## config.mk

```make
export PLATFORM = sky130hd
export DESIGN_NAME = rc_adder_arbiter
export DESIGN_NICKNAME = d
export VERILOG_FILES = /design/src/rtl/rc_adder_arbiter.sv
export SDC_FILE = /design/constraint.sdc
export NUM_CORES = 1
export LEC_CHECK = 0
export CAP_MARGIN = 20
export CORE_ASPECT_RATIO = 1.4
export CORE_MARGIN = 2
export CORE_UTILIZATION = 30
export CTS_CLUSTER_SIZE = 12
export DETAILED_ROUTE_END_ITERATION = 10
export DONT_BUFFER_PORTS = 1
export PLACE_DENSITY = 0.5
export RECOVER_POWER = 50
export REMOVE_ABC_BUFFERS = 1
export SYNTH_ARGS = -nofsm -noshare
export SYNTH_HDL_FRONTEND = slang
export SYNTH_SLANG_ARGS = --single-unit
```

## constraint.sdc

```tcl
create_clock -name clk -period 5.4 [get_ports clk]
set_clock_uncertainty 0.1 [all_clocks]
set_input_delay 1.08 -clock clk [delete_from_list [all_inputs] [get_ports clk]]
set_output_delay 1.08 -clock clk [all_outputs]
set_load 0.02 [all_outputs]
```

## src/rtl/rc_adder_arbiter.sv

```systemverilog
// rc_adder_arbiter: round-robin arbiter that time-shares one external 4-bit
// ripple-carry nibble adder among NREQ requesters. Each granted W-bit add
// (W = 4*NIBBLES) runs LSB nibble first, with the carry chained between
// nibbles through carry_reg.
// Optional feature: define ADD_SAT_EN for unsigned saturation of resp_sum
// when the final carry is set.
module rc_adder_arbiter #(
  parameter int NREQ    = 4,
  parameter int NIBBLES = 4,
  parameter int IDW     = 2
) (
  input  logic                      clk,
  input  logic                      rst,
  input  logic [NREQ-1:0]           req_valid,
  output logic [NREQ-1:0]           req_ready,
  input  logic [NREQ*4*NIBBLES-1:0] req_a,
  input  logic [NREQ*4*NIBBLES-1:0] req_b,
  output logic                      resp_valid,
  input  logic                      resp_ready,
  output logic [IDW-1:0]            resp_id,
  output logic [4*NIBBLES-1:0]      resp_sum,
  output logic                      resp_cout,
  output logic [3:0]                add_a,
  output logic [3:0]                add_b,
  output logic                      add_cin,
  input  logic [3:0]                add_sum,
  input  logic                      add_cout
);

  localparam int W  = 4 * NIBBLES;
  localparam int CW = (NIBBLES > 1) ? $clog2(NIBBLES) : 1;

  // S_GAP is a one-cycle turnaround after the response handshake, so no
  // grant can appear until two cycles after resp_ready is accepted.
  typedef enum logic [1:0] {S_IDLE, S_RUN, S_DONE, S_GAP} state_t;

  state_t           state_reg, state_next;
  logic [IDW-1:0]   rr_ptr_reg;
  logic [IDW-1:0]   id_reg;
  logic [W-1:0]     op_a_reg, op_b_reg;
  logic             carry_reg;
  logic [CW-1:0]    cnt_reg;
  logic [W-1:0]     sum_reg;

  logic [NREQ-1:0]   req_hi, first_hi, first_all, grant_onehot;
  logic [IDW-1:0]    grant_idx;
  logic [IDW-1:0]    rr_ptr_next;
  logic [NREQ*W-1:0] a_masked, b_masked;
  logic [W-1:0]      a_sel, b_sel;
  logic              any_req;
  logic              last_nibble;

  // Bit mask of requester indices whose binary index has bit b set.
  function automatic logic [NREQ-1:0] idx_mask(input int b);
    logic [NREQ-1:0] m;
    m = '0;
    for (int i = 0; i < NREQ; i++) begin
      if (((i >> b) & 1) != 0) m = m | (NREQ'(1) << i);
    end
    return m;
  endfunction

  // Round-robin: lowest requester at/after rr_ptr wins, else lowest overall.
  for (genvar gi = 0; gi < NREQ; gi++) begin : g_req
    localparam logic [NREQ-1:0] LOW_MASK = NREQ'((1 << gi) - 1);
    assign req_hi[gi]    = req_valid[gi] & (IDW'(gi) >= rr_ptr_reg);
    assign first_hi[gi]  = req_hi[gi] & ~|(req_hi & LOW_MASK);
    assign first_all[gi] = req_valid[gi] & ~|(req_valid & LOW_MASK);
    assign a_masked[gi*W +: W] = req_a[gi*W +: W] & {W{grant_onehot[gi]}};
    assign b_masked[gi*W +: W] = req_b[gi*W +: W] & {W{grant_onehot[gi]}};
  end

  assign any_req      = |req_valid;
  assign grant_onehot = (|req_hi) ? first_hi : first_all;

  // One-hot to binary encode of the winning requester.
  for (genvar gi = 0; gi < IDW; gi++) begin : g_enc
    localparam logic [NREQ-1:0] IDX_MASK = idx_mask(gi);
    assign grant_idx[gi] = |(grant_onehot & IDX_MASK);
  end

  assign rr_ptr_next = (grant_idx == IDW'(NREQ - 1)) ? '0 : grant_idx + 1'b1;

  // Fold the one-hot masked operand slices down to the granted operands.
  always_comb begin
    a_sel = '0;
    b_sel = '0;
    for (int i = 0; i < NREQ; i++) begin
      a_sel = a_sel | W'(a_masked >> (i * W));
      b_sel = b_sel | W'(b_masked >> (i * W));
    end
  end

  assign last_nibble = (cnt_reg == CW'(NIBBLES - 1));

  // State register.
  always_ff @(posedge clk) begin
    if (rst) state_reg <= S_IDLE;
    else     state_reg <= state_next;
  end

  // Next-state logic.
  always_comb begin
    state_next = state_reg;
    case (state_reg)
      S_IDLE:  if (any_req)     state_next = S_RUN;
      S_RUN:   if (last_nibble) state_next = S_DONE;
      S_DONE:  if (resp_ready)  state_next = S_GAP;
      S_GAP:                    state_next = S_IDLE;
      default:                  state_next = S_IDLE;
    endcase
  end

  // Outputs decoded from state; the adder sees zeros outside RUN.
  always_comb begin
    req_ready  = '0;
    resp_valid = 1'b0;
    add_a      = 4'd0;
    add_b      = 4'd0;
    add_cin    = 1'b0;
    case (state_reg)
      S_IDLE: if (!rst) req_ready = grant_onehot;
      S_RUN: begin
        add_a   = op_a_reg[3:0];
        add_b   = op_b_reg[3:0];
        add_cin = carry_reg;
      end
      S_DONE:  resp_valid = 1'b1;
      default: ;
    endcase
  end

  // Grant bookkeeping, operand shift registers, carry chain and nibble count.
  always_ff @(posedge clk) begin
    if (rst) begin
      rr_ptr_reg <= '0;
      id_reg     <= '0;
      op_a_reg   <= '0;
      op_b_reg   <= '0;
      carry_reg  <= 1'b0;
      cnt_reg    <= '0;
    end else begin
      case (state_reg)
        S_IDLE: if (any_req) begin
          op_a_reg   <= a_sel;
          op_b_reg   <= b_sel;
          id_reg     <= grant_idx;
          rr_ptr_reg <= rr_ptr_next;
          carry_reg  <= 1'b0;
          cnt_reg    <= '0;
        end
        S_RUN: begin
          op_a_reg  <= op_a_reg >> 4;
          op_b_reg  <= op_b_reg >> 4;
          carry_reg <= add_cout;
          cnt_reg   <= last_nibble ? '0 : cnt_reg + 1'b1;
        end
        default: ;
      endcase
    end
  end

  // One result register per nibble, loaded on its RUN step.
  for (genvar gi = 0; gi < NIBBLES; gi++) begin : g_nib
    logic [3:0] nib_reg;
    // Capture the adder sum when the nibble counter reaches this slot.
    always_ff @(posedge clk) begin
      if (rst)
        nib_reg <= 4'd0;
      else if (state_reg == S_RUN && cnt_reg == CW'(gi))
        nib_reg <= add_sum;
    end
    assign sum_reg[gi*4 +: 4] = nib_reg;
  end

  assign resp_id   = id_reg;
  assign resp_cout = carry_reg;
`ifdef ADD_SAT_EN
  assign resp_sum  = carry_reg ? {W{1'b1}} : sum_reg;
`else
  assign resp_sum  = sum_reg;
`endif

endmodule

```

==> qor.yml <==
run_status:
  status: "complete, but fails checks"
  violations: "capacitance limit, slew limit"
power:
  p_comb_share_pct: 44.9
  ir_drop_mv: 0.197
  switchingPower_w: 0.000970
  p_seq_share_pct: 28.2
  powerDensity_mw_per_mm2: 632
  total_power_w: 0.00233
  p_int_w: 0.00136
  clkPwrFrac_pct: 26.9
  p_leak_nw: 1.19
  p_sw_share_pct: 41.6
setup_path:
  r2r_start: "state_reg[1]$_SDFFE_PP0P_"
  worstPathArrival_ns: 3.86
  worstSetupEndpointType: "flop"
  crit_type: "in2reg"
  reg2reg_to: "op_a_reg[12]$_SDFFE_PP0P_"
  r2r_cells: 5
  startpoint_type: "primary input"
  required_ns: 5.54
  r2r_setup_slack_ns: 1.82
  worstPathMaxFanout: 37
global_routing:
  grt_max_degree: 60
  overflow: 0
  grt_pass1_wl_mm: 15.0
  antenna_found_initial: 0
  grt_use_total_pct: 16.2
  grt_pass1_vias: 2753
die:
  core_mm2: 0.0109
  fp.dieW_um: 93.3
  io-pin-count: 173
  num_rows: 45
  dieArea_mm2: 0.0120
  start_util_pct: 30.8
  fp.dieH_um: 129
synth:
  synth_edf_count: 0
  synth_area_mm2: 0.00335
  netlist_instances: 355
  synth.distinct_cells: 37
  synth-main-ff-cell: "dfxtp_1"
  ys_seq_area_share_pct: 34.1
  syn_area_per_cell_um2: 9.44
  yosys_warnings: 0
  ys_ff_latch: 57
  async_reset_ff_share_pct: 0
place:
  routabilityCongestion: 0.718
  dpl.hpwl_mm: 6.78
  placement.io_buffers: 0
cts:
  clock_latency_ns: 0.33
  cts_sinks: 57
  postCtsHoldBufs: 0
  post-cts-setup-buffer-count: 0
  h-tree-depth: 3
  cts_resized: 0
  clockRootBuffer: "clkbuf_16"
  cts_tree: "yes"
  clock_path_buffers: 2
  numCtsBuffers: 9
  cts.clk_slew.worst_paths_ns: 0.05
min_path:
  whs_endpoint: "op_b_reg[15]$_SDFFE_PP0P_"
  holdPathStages: 2
  hp-class: "reg2reg"
  hold_start: "op_b_reg[15]$_SDFFE_PP0P_"
detailed_routing:
  drtPass1Iterations: 5
  drt_iter0_markers: 132
  avgRoutedWirePerCell_um: 21.1
  vias: 2892
  routed_via_density: 6.05
  ant_nets: 0
  postRouteWirelength_mm: 10.1
  drc: 0
final_layout:
  n_antenna_cell: 0
  area_delta_synth_final_pct: 10.1
  nets: 480
  num-fill-cells: 1126
  multi_input_area_mm2: 0.00200
  seqCellArea_mm2: 0.00114
  drive_gt1_share_pct: 22.0
timing:
  drv_slew: 59
  rsz0062_at_grt: "no"
  fin_crit_ns: 3.72
  setup_viol: 0
  clock.fmax_mhz: 269
  tns_ns: 0
  timing.final.crit_share_pct: 68.9
  slew_headroom_pct: -77.7
  tightestPinTransition_ns: 2.64
  hold_viol: 0
flow_run:
  cap_violations: 2
-- cells in the mapped netlist, types with 4 or more instances --
cell type / instances / area (um^2)
buf_2: 13 / 65.1
a221oi_2: 30 / 450
nor2b_1: 4 / 25.0
clkbuf_1: 16 / 60.1
nand2_1: 33 / 124
ha_1: 8 / 100
nor2_1: 9 / 33.8
o22ai_1: 25 / 156
dfxtp_1: 57 / 1140
a22oi_1: 32 / 240
a211oi_2: 22 / 275
nand3_1: 17 / 85.1
inv_1: 5 / 18.8
buf_6: 5 / 56.3
nor3_1: 6 / 30.0
and2_1: 9 / 56.3
nand2b_1: 6 / 37.5
a222oi_1: 8 / 80.1
a21oi_1: 20 / 100
-- per-stage QoR --
step | cells | hold WS, ns | cell area [um^2] | util (%) | setup slack, ns
floorplan | 318 | 0.364 | 3150 | - | 1.73
global placement | 462 | 0.374 | 3370 | 31.0 | 2.25
detailed placement | 462 | 0.377 | 3370 | 31.0 | 2.16
CTS | 478 | 0.384 | 3700 | 34.0 | 2.26
global route | 478 | 0.414 | 3690 | 33.9 | 1.40
finish | 478 | 0.386 | 3690 | 33.9 | 1.68
-- per-layer routing --
metal / track usage [%] / vias up / share of wire [%]
met5: 0 / - / 0
met4: 7.53 / 0 / 1.8
met3: 3.72 / 12 / 7.5
met2: 28.5 / 149 / 51
met1: 18.4 / 1358 / 40
li1: - / 1373 / -
-- how the worst max path moves through the flow --
stage | startpoint | endpoint | slack [ns] | depth (start not counted)
after detailed placement | req_valid[0] | rr_ptr_reg[0]$_SDFFE_PP0P_ | 2.16 | 7
final | req_valid[0] | op_b_reg[15]$_SDFFE_PP0P_ | 1.68 | 5
after floorplan | req_valid[0] | req_ready[1] | 1.73 | 3
after global placement | req_valid[0] | rr_ptr_reg[0]$_SDFFE_PP0P_ | 2.25 | 7
after CTS | req_valid[1] | req_ready[2] | 2.26 | 3
after global routing | state_reg[1]$_SDFFE_PP0P_ | op_b_reg[12]$_SDFFE_PP0P_ | 1.40 | 5
-- logic make-up after synthesis --
| logic type | count (synthesis) | share of synthesized area (%) |
|---|---|---|
| AND/OR/NAND/NOR | 94 | 13.7 |
| AO/OA/AOI/OAI | 152 | 42.2 |
| adder cells (fa/ha/maj) | 8 | 2.99 |
| flip-flops | 57 | 34.1 |
| multiplexers | 2 | 0.598 |
| buffers and inverters | 42 | 6.43 |
-- area by class of cell --
class,count,share of cell area [%]
Clock buffer,11,6.85
Clock inverter,5,2.10
Inverter,5,0.509
Multi-Input combinational cell,256,54.3
Sequential cell,57,30.9
Tap cell,141,4.78
Timing Repair Buffer,3,0.509
-- critical path: stages --
cell and delay, ns:
nor2b_1 0.10, o21ai_0 0.26, and3_1 1.56, a222oi_1 0.53
a221oi_2 0.31
-- cells in the final DEF, fill, tap and decap left out, types with 3 or more instances in the layout --
master | Yosys | final
a211oi_1 | 3 | 3
a211oi_2 | 22 | 22
a21oi_1 | 20 | 20
a221oi_1 | 3 | 3
a221oi_2 | 30 | 30
a222oi_1 | 8 | 8
a22oi_1 | 32 | 32
and2_1 | 9 | 7
clkbuf_16 | 0 | 9
dfxtp_1 | 57 | 57
ha_1 | 8 | 8
inv_1 | 5 | 5
nand2_1 | 33 | 33
nand2b_1 | 6 | 6
nand3_1 | 17 | 17
nor2_1 | 9 | 8
nor2b_1 | 4 | 3
nor3_1 | 6 | 6
o21ai_0 | 2 | 4
o22ai_1 | 25 | 25
-- power groups by stage --
stage / sequential, W / combinational (W) / clock, W
after global placement: 0.000663 / 0.00104 / 0
after floorplan: 0.000636 / 0.000817 / 0
after global routing: 0.000674 / 0.00115 / 0.000661
after CTS: 0.000658 / 0.00106 / 0.000641
after detailed placement: 0.000666 / 0.00105 / 0
final: 0.000657 / 0.00105 / 0.000628
Power figures use the tool's default switching activity.
